`src/rtl/fft8_input_reorder.sv`:
```
// fft8_input_reorder
// Natural-order to bit-reversed-pair reorder buffer feeding stage 1 of an
// 8-point radix-2 DIT FFT. Samples are collected into one of two 8-entry
// flop banks (ping-pong). Each full bank is emitted as four (A, B)
// butterfly pairs, one pair per beat.
module fft8_input_reorder #(
  parameter int W = 16
) (
  input  logic         clk,
  input  logic         rst,
  input  logic         in_valid,
  output logic         in_ready,
  input  logic [W-1:0] in_re,
  input  logic [W-1:0] in_im,
  output logic         out_valid,
  input  logic         out_ready,
  output logic [W-1:0] ar1,
  output logic [W-1:0] ai1,
  output logic [W-1:0] ar2,
  output logic [W-1:0] ai2,
  output logic         out_first,
  output logic         out_last
);

  localparam int EW = 2 * W;

  // 3-bit bit reversal used to map butterfly pair numbers to sample slots
  function automatic logic [2:0] bitrev3(input logic [2:0] x);
    return {x[0], x[1], x[2]};
  endfunction

  // Operand A of pair k is sample bitrev3(2k)
  function automatic logic [2:0] pair_a_idx(input logic [1:0] k);
    return bitrev3({k, 1'b0});
  endfunction

  // Operand B of pair k is sample bitrev3(2k+1)
  function automatic logic [2:0] pair_b_idx(input logic [1:0] k);
    return bitrev3({k, 1'b1});
  endfunction

  // Storage and control state
  logic [EW-1:0] bank_q [2][8];
  logic [EW-1:0] bank_d [2][8];
  logic          wr_bank_q, wr_bank_d;
  logic [2:0]    wr_cnt_q,  wr_cnt_d;
  logic          rd_bank_q, rd_bank_d;
  logic [1:0]    rd_cnt_q,  rd_cnt_d;
  logic [1:0]    full_q,    full_d;

  logic          wr_fire;
  logic          rd_fire;

  // Read-side operand views, kept signed for clarity of the datapath
  logic [EW-1:0]       entry_a;
  logic [EW-1:0]       entry_b;
  logic signed [W-1:0] a_re, a_im, b_re, b_im;

  // Handshake flags come straight from registered state only
  always_comb begin
    in_ready  = ~full_q[wr_bank_q];
    out_valid = full_q[rd_bank_q];
    wr_fire   = in_valid & in_ready;
    rd_fire   = out_valid & out_ready;
  end

  // Write side: capture sample into the fill bank, advance slot, close bank
  always_comb begin
    bank_d    = bank_q;
    wr_cnt_d  = wr_cnt_q;
    wr_bank_d = wr_bank_q;
    if (wr_fire) begin
      bank_d[wr_bank_q][wr_cnt_q] = {in_re, in_im};
      wr_cnt_d                    = wr_cnt_q + 3'd1;
      if (wr_cnt_q == 3'd7) begin
        wr_bank_d = ~wr_bank_q;
      end
    end
  end

  // Read side: advance pair counter, release drained bank
  always_comb begin
    rd_cnt_d  = rd_cnt_q;
    rd_bank_d = rd_bank_q;
    if (rd_fire) begin
      rd_cnt_d = rd_cnt_q + 2'd1;
      if (rd_cnt_q == 2'd3) begin
        rd_bank_d = ~rd_bank_q;
      end
    end
  end

  // Bank occupancy: a completed fill sets, a completed drain clears; the two
  // always address different banks because a bank is never read before full
  always_comb begin
    full_d = full_q;
    if (wr_fire && (wr_cnt_q == 3'd7)) begin
      full_d[wr_bank_q] = 1'b1;
    end
    if (rd_fire && (rd_cnt_q == 2'd3)) begin
      full_d[rd_bank_q] = 1'b0;
    end
  end

  // Control state registers
  always_ff @(posedge clk or posedge rst) begin
    if (rst) begin
      wr_bank_q <= 1'b0;
      wr_cnt_q  <= 3'd0;
      rd_bank_q <= 1'b0;
      rd_cnt_q  <= 2'd0;
      full_q    <= 2'b00;
    end else begin
      wr_bank_q <= wr_bank_d;
      wr_cnt_q  <= wr_cnt_d;
      rd_bank_q <= rd_bank_d;
      rd_cnt_q  <= rd_cnt_d;
      full_q    <= full_d;
    end
  end

  // Sample storage; cleared on reset so the idle outputs read as zero
  always_ff @(posedge clk or posedge rst) begin
    if (rst) begin
      for (int b = 0; b < 2; b++) begin
        for (int e = 0; e < 8; e++) begin
          bank_q[b][e] <= '0;
        end
      end
    end else begin
      bank_q <= bank_d;
    end
  end

  // Output mux: select the current pair from the read bank
  always_comb begin
    entry_a   = bank_q[rd_bank_q][pair_a_idx(rd_cnt_q)];
    entry_b   = bank_q[rd_bank_q][pair_b_idx(rd_cnt_q)];
    a_re      = entry_a[EW-1:W];
    a_im      = entry_a[W-1:0];
    b_re      = entry_b[EW-1:W];
    b_im      = entry_b[W-1:0];
    ar1       = a_re;
    ai1       = a_im;
    ar2       = b_re;
    ai2       = b_im;
    out_first = out_valid & (rd_cnt_q == 2'd0);
    out_last  = out_valid & (rd_cnt_q == 2'd3);
  end

endmodule

```
`config.mk`:
```
export PLATFORM = sky130hd
export DESIGN_NAME = fft8_input_reorder
export DESIGN_NICKNAME = d
export VERILOG_FILES = /design/src/rtl/fft8_input_reorder.sv
export SDC_FILE = /design/constraint.sdc
export NUM_CORES = 1
export LEC_CHECK = 0
export ABC_AREA = 0
export ABC_CLOCK_PERIOD_IN_PS = 58100
export CAP_MARGIN = 20
export CORE_ASPECT_RATIO = 1.2
export CORE_MARGIN = 10
export CORE_UTILIZATION = 39
export CTS_CLUSTER_DIAMETER = 100
export DETAILED_ROUTE_END_ITERATION = 16
export PLACE_DENSITY = 0.54
export SYNTH_ARGS = -nofsm -noshare
export SYNTH_HDL_FRONTEND = slang
export SYNTH_SLANG_ARGS = --single-unit
```
`constraint.sdc`:
```
create_clock -name clk -period 58.1 [get_ports clk]
set_clock_uncertainty 0.15 [all_clocks]
set_input_delay 11.62 -clock clk [delete_from_list [all_inputs] [get_ports clk]]
set_output_delay 11.62 -clock clk [all_outputs]
set_load 0.02 [all_outputs]
```
## Word level (Yosys, flattened, before mapping)

Index checks and enable logic that the tools add are counted.

- Bits in latches: 0
- Memory bits (read-only): 0
- Bits of input ports: 36
- RAM bits: 0
- Word-level logic and storage cells: 84
- Memories: 0
- Register bits: 521

- Reduce and logical (&&, ||, !) cells: 9
- Multipliers: 0
- Multiplexer cells: 24
- Add/subtract/negate cells: 2
- Bitwise logic cells: 15
- Divide/modulo/power cells: 0
- Order comparisons: 11
- Shift operators: 0
- Eq/ne operators: 2

Operators with widths:

| kind | count |
|---|---|
| $mux 256 | 4 |
| $bwmux 512 | 1 |
| $demux 256 s1 | 1 |
| $bmux 32 s3 | 2 |
| $mux 32 | 5 |
| $demux 32 s3 | 1 |
| $ge 4x4->1 const B | 3 |
| $not 3->4 | 2 |
| $logic_and 1x1->1 | 6 |
| $mux 1 | 6 |
| $and 1x1->1 | 4 |
| $ge 2x2->1 const B | 2 |
| $lt 1x2->1 const B | 2 |
| $lt 4x1->1 const B | 1 |
| $mux 2 | 2 |
| $not 1->2 | 2 |
| $not 2->4 | 1 |
| $reduce_and 2->1 | 2 |
| $add 3x1->3 const B | 1 |
| $eq 3x3->1 const B | 1 |
| $not 1->1 | 3 |
| $add 2x1->2 const B | 1 |
| $and 2x2->2 | 1 |
| $demux 1 s1 | 2 |
| other kinds (6) | 7 |

## Depth between registers and ports, before layout

Gate-level depths: netlist of run 1.

- Depth in word-level cells: 8
- Gate-level depth with buffers: 7

## Worst setup path before layout of run 1

Ideal clock, no wire load.

- Path type: register to output
- Start point: reg rd_cnt_q[0]
- End point: out ai1[10]
- Cell stages (with the launch flop): 7
- Data arrival time: 1644 ps
- Setup slack: 44686 ps
- Path through: dfrtp_1 > buf_2 > buf_4 > buf_2 > mux4_2 > nand2_1 > nand2_1

- Cells in the longest elaborated chain, start to end: 4

RTL lines:

| element | RTL line | text |
|---|---|---|
| start, declared | 48 | `logic [1:0] rd_cnt_q, rd_cnt_d;` |
| start signal, assigned | 117 | `rd_cnt_q <= rd_cnt_d;` |
| $not 2->4 (not written as such) | 137 | `entry_a = bank_q[rd_bank_q][pair_a_idx(rd_cnt_q)];` |
| $bmux 32 s3 | 137 |  |
| $mux 32 (not written as such) (2 in a row) | 137 |  |
| end, declared | 18 | `output logic [W-1:0] ai1,` |

Every way passes these cells. The select of a mux whose other input is x is not followed.

## Worst setup path after layout of run 1

- Start point: reg rd_cnt_q[0]
- End point: out ai1[0]

The elaborated chain is that of the path after synthesis.

==> impl_metrics.toml, run 1 <==
[grt]
grt_pass1_vias = 14270
grt_overflow = 0
grt_pass1_wl_mm = 91.34
grt_start_max_net_pins = 126
grt_usage_pct = 16.91
antenna_found_initial = 1

[placed_design]
placed_cells = 2338
portBuffers = 103
gp_congestion = 0.7108
place_ws_ns = 42.13
hpwl_mm = 33.38

[power]
power.internal_mw = 1.101
seqPwrFrac_pct = 38.2
comb_power_share_pct = 39.1
p_sw_mw = 0.5243
clock_power_share_pct = 22.7
ir_drop_v = 0.00003314
switching_share_pct = 32.25
leakagePower_nw = 12.11
power_density_nw_per_um2 = 60.11

[finish]
drive_gt1_share_pct = 47.44
antenna_cells = 0
finalNonFillerCells = 2438
seqCellArea_um2 = 13050
multi_input_area_um2 = 9791
fillers = 5417
area_delta_synth_final_pct = 15.40
nNetsFinal = 1637

[cts]
cts_resized = 0
clk_pin_slew_ns = 0.06
clkLatencyLatePin_ns = 0.60
post-cts-setup-buffer-count = 0
clockRootBuffer = "clkbuf_16"
numClockSinks = 521
cts_max_path_buffers = 3
cts_tree = "done"
numCtsBuffers = 57
htree_num_levels = 2
holdBufCountCts = 0

[timing]
setup_slack_ns = 41.65
tns_ns = 0
drv_slew = 0
rsz0062_at_grt = "false"
max_freq_mhz = 60.78
worstMarginPinSlew_ns = 1.019
max_slew_margin_pct = 32.05
hold_violations = 0
finalCritPeriodShare_pct = 28.32
setup_viol = 0
period_needed_ns = 16.45

[yosys]
syn_area_per_cell_um2 = 15.27
synth_seq_cells = 521
syn_area_um2 = 23440
syn-num-nets = 1575
synth_area_leaders = "dfrtp_1 56%, mux2_2 24%, mux4_2 12%"
seq_area_frac_synth_pct = 55.63
synth.distinct_cells = 30
synth_area_leader_cell = "dfrtp_1"
yosys.area.top_type_share_pct = 55.63
synth_warnings = 0
postSynthCellCount = 1535

[die]
pin_count = 104
rows = 98
die_y_um = 288.5
die_area_um2 = 70340
start_util_pct = 39.33
die_w_um = 243.8
coreArea_um2 = 59590

[detailed_routing]
ant_nets = 0
vias = 13090
routed_via_density = 5.368
post_drt_wl_per_cell_um = 24.16
drt_wl_total_mm = 58.90
drt_iter0_markers = 830
drc = 0
firstDrtPassIters = 4

[run_status]
outcome = "finished, final reports clean"

[worst_setup_path]
required_ns = 46.33
timing.rr.start = "rd_cnt_q[1]"
crit_slowest_cell = "dfrtp_4"
ff2ff_setup_slack_ns = 55.26
crit_path_max_incr_delay_ns = 1.09
critical_path_buf_inv_count = 3
worst-setup-path-type = "reg2out"
path_cells = "buf_4 > buf_4 > mux4_2 > nand2_1 > nand2_1 > clkdlybuf4s50_1"
cpLargestDelayFamily = "buffers and inverters"
start_kind = "register"
endpoint_kind = "output port"
crit_arrival_ns = 4.68
r2r-end = "rd_cnt_q[1]"
ff2ff_path_depth = 4
worstPathMaxFanout = 48

[worst_hold_path]
min_from = "bank_q[285]"
holdPathEnd = "bank_q[285]"
min_path_cells = 1
min_path_type = "reg2reg"

[job]
cap_violations = 0
-- worst max-delay path by stage --
stage	startpoint	to	slack [ns]	cells after the start
floorplan	rst	bank_q[0]	31.78	1
global placement	rd_cnt_q[0]	ai1[0]	42.14	6
detailed placement	rd_cnt_q[0]	ai1[2]	42.13	6
CTS	rd_cnt_q[0]	ai1[2]	41.46	6
global route	rd_cnt_q[0]	ai1[0]	41.31	6
finish	rd_cnt_q[0]	ai1[0]	41.65	6
-- per-layer routing --
| layer | part of all wire (%) | global-route usage [%] | wire length, µm | up-vias |
|---|---|---|---|---|
| met5 | 0.024 | 0 | 14 | - |
| met4 | 1.5 | 3.497 | 867 | 2 |
| met3 | 4.6 | 2.985 | 2717 | 72 |
| met2 | 49 | 27.98 | 28590 | 207 |
| met1 | 45 | 23.05 | 26720 | 7151 |
| li1 | - | - | - | 5654 |
-- power groups by stage --
stage	Sequential (mW)	Clock (mW)	Combinational, mW
after global routing	0.644	0.396	0.688
final	0.621	0.369	0.635
after CTS	0.623	0.380	0.652
after detailed placement	0.629	0	0.650
after floorplan	0.580	0	0.470
after global placement	0.622	0	0.640
-- kinds of logic (layout without fill, tap and decap cells) --
logic type | Yosys count | after routing | share of synthesized area (%)
and+or+nand+nor | 224 | 224 | 3.908
muxes | 646 | 646 | 37.18
adders and majority gates | 4 | 4 | 0.2136
buffers and inverters | 133 | 236 | 2.856
xor gates and xnor gates | 2 | 2 | 0.07476
DFF | 521 | 521 | 55.63
AOI/OAI and AO/OA | 5 | 5 | 0.1388
-- through the flow --
step / power (mW) / util, % / cell area [µm²] / hold WS, ns
finish: 1.626 / 45.38 / 27040 / 0.3356
global route: 1.728 / 45.38 / 27040 / 0.3571
CTS: 1.655 / 45.38 / 27040 / 0.3397
detailed placement: 1.279 / 42.18 / 25140 / 0.3268
global placement: 1.263 / 42.13 / 25110 / 0.3159
floorplan: 1.050 / - / 23440 / 0.3024
-- sequential cells by signal, summed over array words and instances, names as in the netlist --
register,flops
bank_q,512
full_q,2
rd_bank_q,1
rd_cnt_q,2
wr_bank_q,1
wr_cnt_q,3
-- cell usage after synthesis --
library cell    n
or3_1           1
nand2_1       205
mux2i_1         2
clkbuf_1       46
mux4_2        128
buf_6           7
and2_1          2
nand4b_2        1
o31ai_1         1
nor4b_2         1
ha_1            4
o21ai_0         1
buf_4           9
a21oi_1         1
nor2b_1         5
dfrtp_1       521
clkbuf_2        3
a31oi_1         1
nor2_1          3
inv_1           3
mux2_1         10
mux2_2        506
and3_1          2
nand3_1         1
nor3b_2         1
xnor2_1         2
o22a_1          1
and4bb_2        2
buf_2          64
buf_1           1
-- layout by cell type (no fill, tap or decap), drive strengths merged --
| cell type | count |
|---|---|
| mux4 | 128 |
| nand3 | 1 |
| inv | 4 |
| o22a | 1 |
| mux2i | 2 |
| ha | 4 |
| and2 | 2 |
| clkbuf | 84 |
| bufinv | 5 |
| buf | 30 |
| nor4b | 1 |
| mux2 | 516 |
| clkinv | 10 |
| a31oi | 1 |
| nor3b | 1 |
| and4bb | 2 |
| nor2 | 3 |
| and3 | 2 |
| or3 | 1 |
| xnor2 | 2 |
| nand2 | 205 |
| o31ai | 1 |
| nand4b | 1 |
| clkdlybuf4s50 | 103 |
| o21ai | 1 |
| nor2b | 5 |
| dfrtp | 521 |
| a21oi | 1 |
-- area by class of cell --
class                           count  share of cell area [%]
Clock buffer                       84                   6.287
Clock inverter                     16                  0.7726
Timing Repair Buffer              133                   4.719
Multi-Input combinational cell    881                   36.20
Sequential cell                   521                   48.25
Inverter                            3                 0.06940
Tap cell                          800                   3.701
Power figures use the tool's default switching activity.
==> run 2, diff against run 1 <==
Settings changed: ABC_CLOCK_PERIOD_IN_PS 58100 to 14500, PLACE_DENSITY 0.54 to 0.57.
Clock period 58.1 ns to 14.5 ns, I/O delays scaled along.
==> impl_metrics.toml, run 2 (same netlist as run 1, synthesis figures left out) <==
[run_status]
outcome = "finished, final reports clean"

[finish]
layout_common_cells = "518 x dfrtp_1, 506 x mux2_2, 196 x nand2_1"
largest-register = "bank_q"
multi_input_area_um2 = 9791
seqCellArea_um2 = 13050
nNetsFinal = 1633
final_common_cell = "dfrtp_1"
area_delta_synth_final_pct = 15.25
reg_top3 = "bank_q: 512 flops, wr_cnt_q: 3 flops"
largest_reg_flops = 512
fillers = 5342
finish.utilization_pct = 45.33
drive_gt1_share_pct = 47.18

[timing]
rsz0062_at_grt = "false"
tns_ns = 0
setup_viol = 0
finalCritPeriodShare_pct = 52.75
period_needed_ns = 7.649
setup_slack_ns = 6.851
max_freq_mhz = 130.7
worstMarginPinSlew_ns = 1.191
drv_slew = 0
max_slew_margin_pct = 20.63
whs_ns = 0.3364
hold_violations = 0

[cts]
clockRootBuffer = "clkbuf_16"
numClockSinks = 521
htree_num_levels = 2
cts_resized = 0
clkLatencyLatePin_ns = 0.60
cts_max_path_buffers = 3
numCtsBuffers = 55
post-cts-setup-buffer-count = 0
clk_pin_slew_ns = 0.06
holdBufCountCts = 0
cts_tree = "done"

[placed_design]
hpwl_mm = 33.43
gp_congestion = 0.7101
portBuffers = 103
place_ws_ns = 7.324

[worst_setup_path]
start_kind = "register"
crit_slowest_cell = "buf_4"
worst-setup-path-type = "reg2out"
crit_path_max_incr_delay_ns = 0.87
crit_arrival_ns = 4.60
critical_path.startpoint = "rd_cnt_q[0]"
worstPathMaxFanout = 52
path_cells = "buf_4 > buf_4 > mux4_2 > nand2_1 > nand2_1 > clkdlybuf4s50_1"
required_ns = 11.45
endpoint_kind = "output port"
cpLargestDelayFamily = "buffers and inverters"
timing.rr.start = "rd_cnt_q[1]"
critical_path_buf_inv_count = 3

[power]
ir_drop_v = 0.0001645
power_density_nw_per_um2 = 239.2
leakagePower_nw = 12.08

[detailed_routing]
vias = 12930
drc = 0
drt_iter0_markers = 842
ant_nets = 0
firstDrtPassIters = 4
routed_via_density = 5.310
post_drt_wl_per_cell_um = 23.77
drt_wl_total_mm = 57.88

[grt]
grt_usage_pct = 16.74
grt_overflow = 0
grt_start_max_net_pins = 209
antenna_found_initial = 1
grt_pass1_wl_mm = 90.50
grt_pass1_vias = 14040

[die]
start_util_pct = 39.33
rows = 98
die_area_um2 = 70340
die_y_um = 288.5
die_w_um = 243.8
pin_count = 104
coreArea_um2 = 59590

[job]
cap_violations = 0

[worst_hold_path]
min_from = "bank_q[285]"
min_path_type = "reg2reg"
run 2: cell types whose count changed in the layout (fill, tap and decap cells not counted), moves of 2 or more:
cell | before | now
buf_12 | 0 | 5
buf_4 | 29 | 22
clkbuf_1 | 12 | 14
clkbuf_16 | 59 | 55
clkinv_2 | 10 | 8
run 2: worst reg2reg max path, delay by kind of cell (launching register included):
family | cells | cell delay (ns)
buf+inv | 2 | 1.33
mux | 1 | 0.26
flops | 1 | 0.70
fa+ha+maj | 1 | 0.37
run 2: stage by stage:
step	power, mW	area, µm²	instances
2_1_floorplan	4.207	23440	1535
5_1_grt	6.869	27010	2435
6_report	6.462	27010	2435
3_3_place_gp	5.048	25090	2332
4_1_cts	6.572	26940	2431
3_5_place_dp	5.121	25110	2333
run 2: routing by layer:
| metal | up-vias | GRT usage (%) | share of wire [%] |
|---|---|---|---|
| li1 | 5652 | - | - |
| met1 | 7068 | 21.78 | 45 |
| met2 | 154 | 29.15 | 51 |
| met3 | 56 | 2.227 | 2.7 |
| met4 | 0 | 4.196 | 1.6 |
| met5 | - | 0 | 0 |
run 2: layout make-up:
type / count / share of cell area, %
Sequential cell: 521 / 48.31
Inverter: 3 / 0.05559
Timing Repair Buffer: 131 / 4.901
Clock inverter: 15 / 0.7689
Antenna cell: 1 / 0.009264
Multi-Input combinational cell: 881 / 36.25
Clock buffer: 83 / 6.003
Tap cell: 800 / 3.706
run 2: power breakdown:
group | switching (mW) | internal [mW]
logic | 1.12 | 1.43
clock network | 0.571 | 0.855
registers | 0.394 | 2.10
run 2: final timing paths:
kind                          endpoint  slack [ns]  cells after the start
setup / recovery                ai1[1]        6.85                      6
hold / removal             bank_q[285]        0.34                      1
setup reg to reg           rd_cnt_q[1]       11.58                      4
hold reg to reg            bank_q[285]        0.34                      1
max in group asynchronous  bank_q[254]        9.48                      4
min in group asynchronous  bank_q[456]        2.51                      2
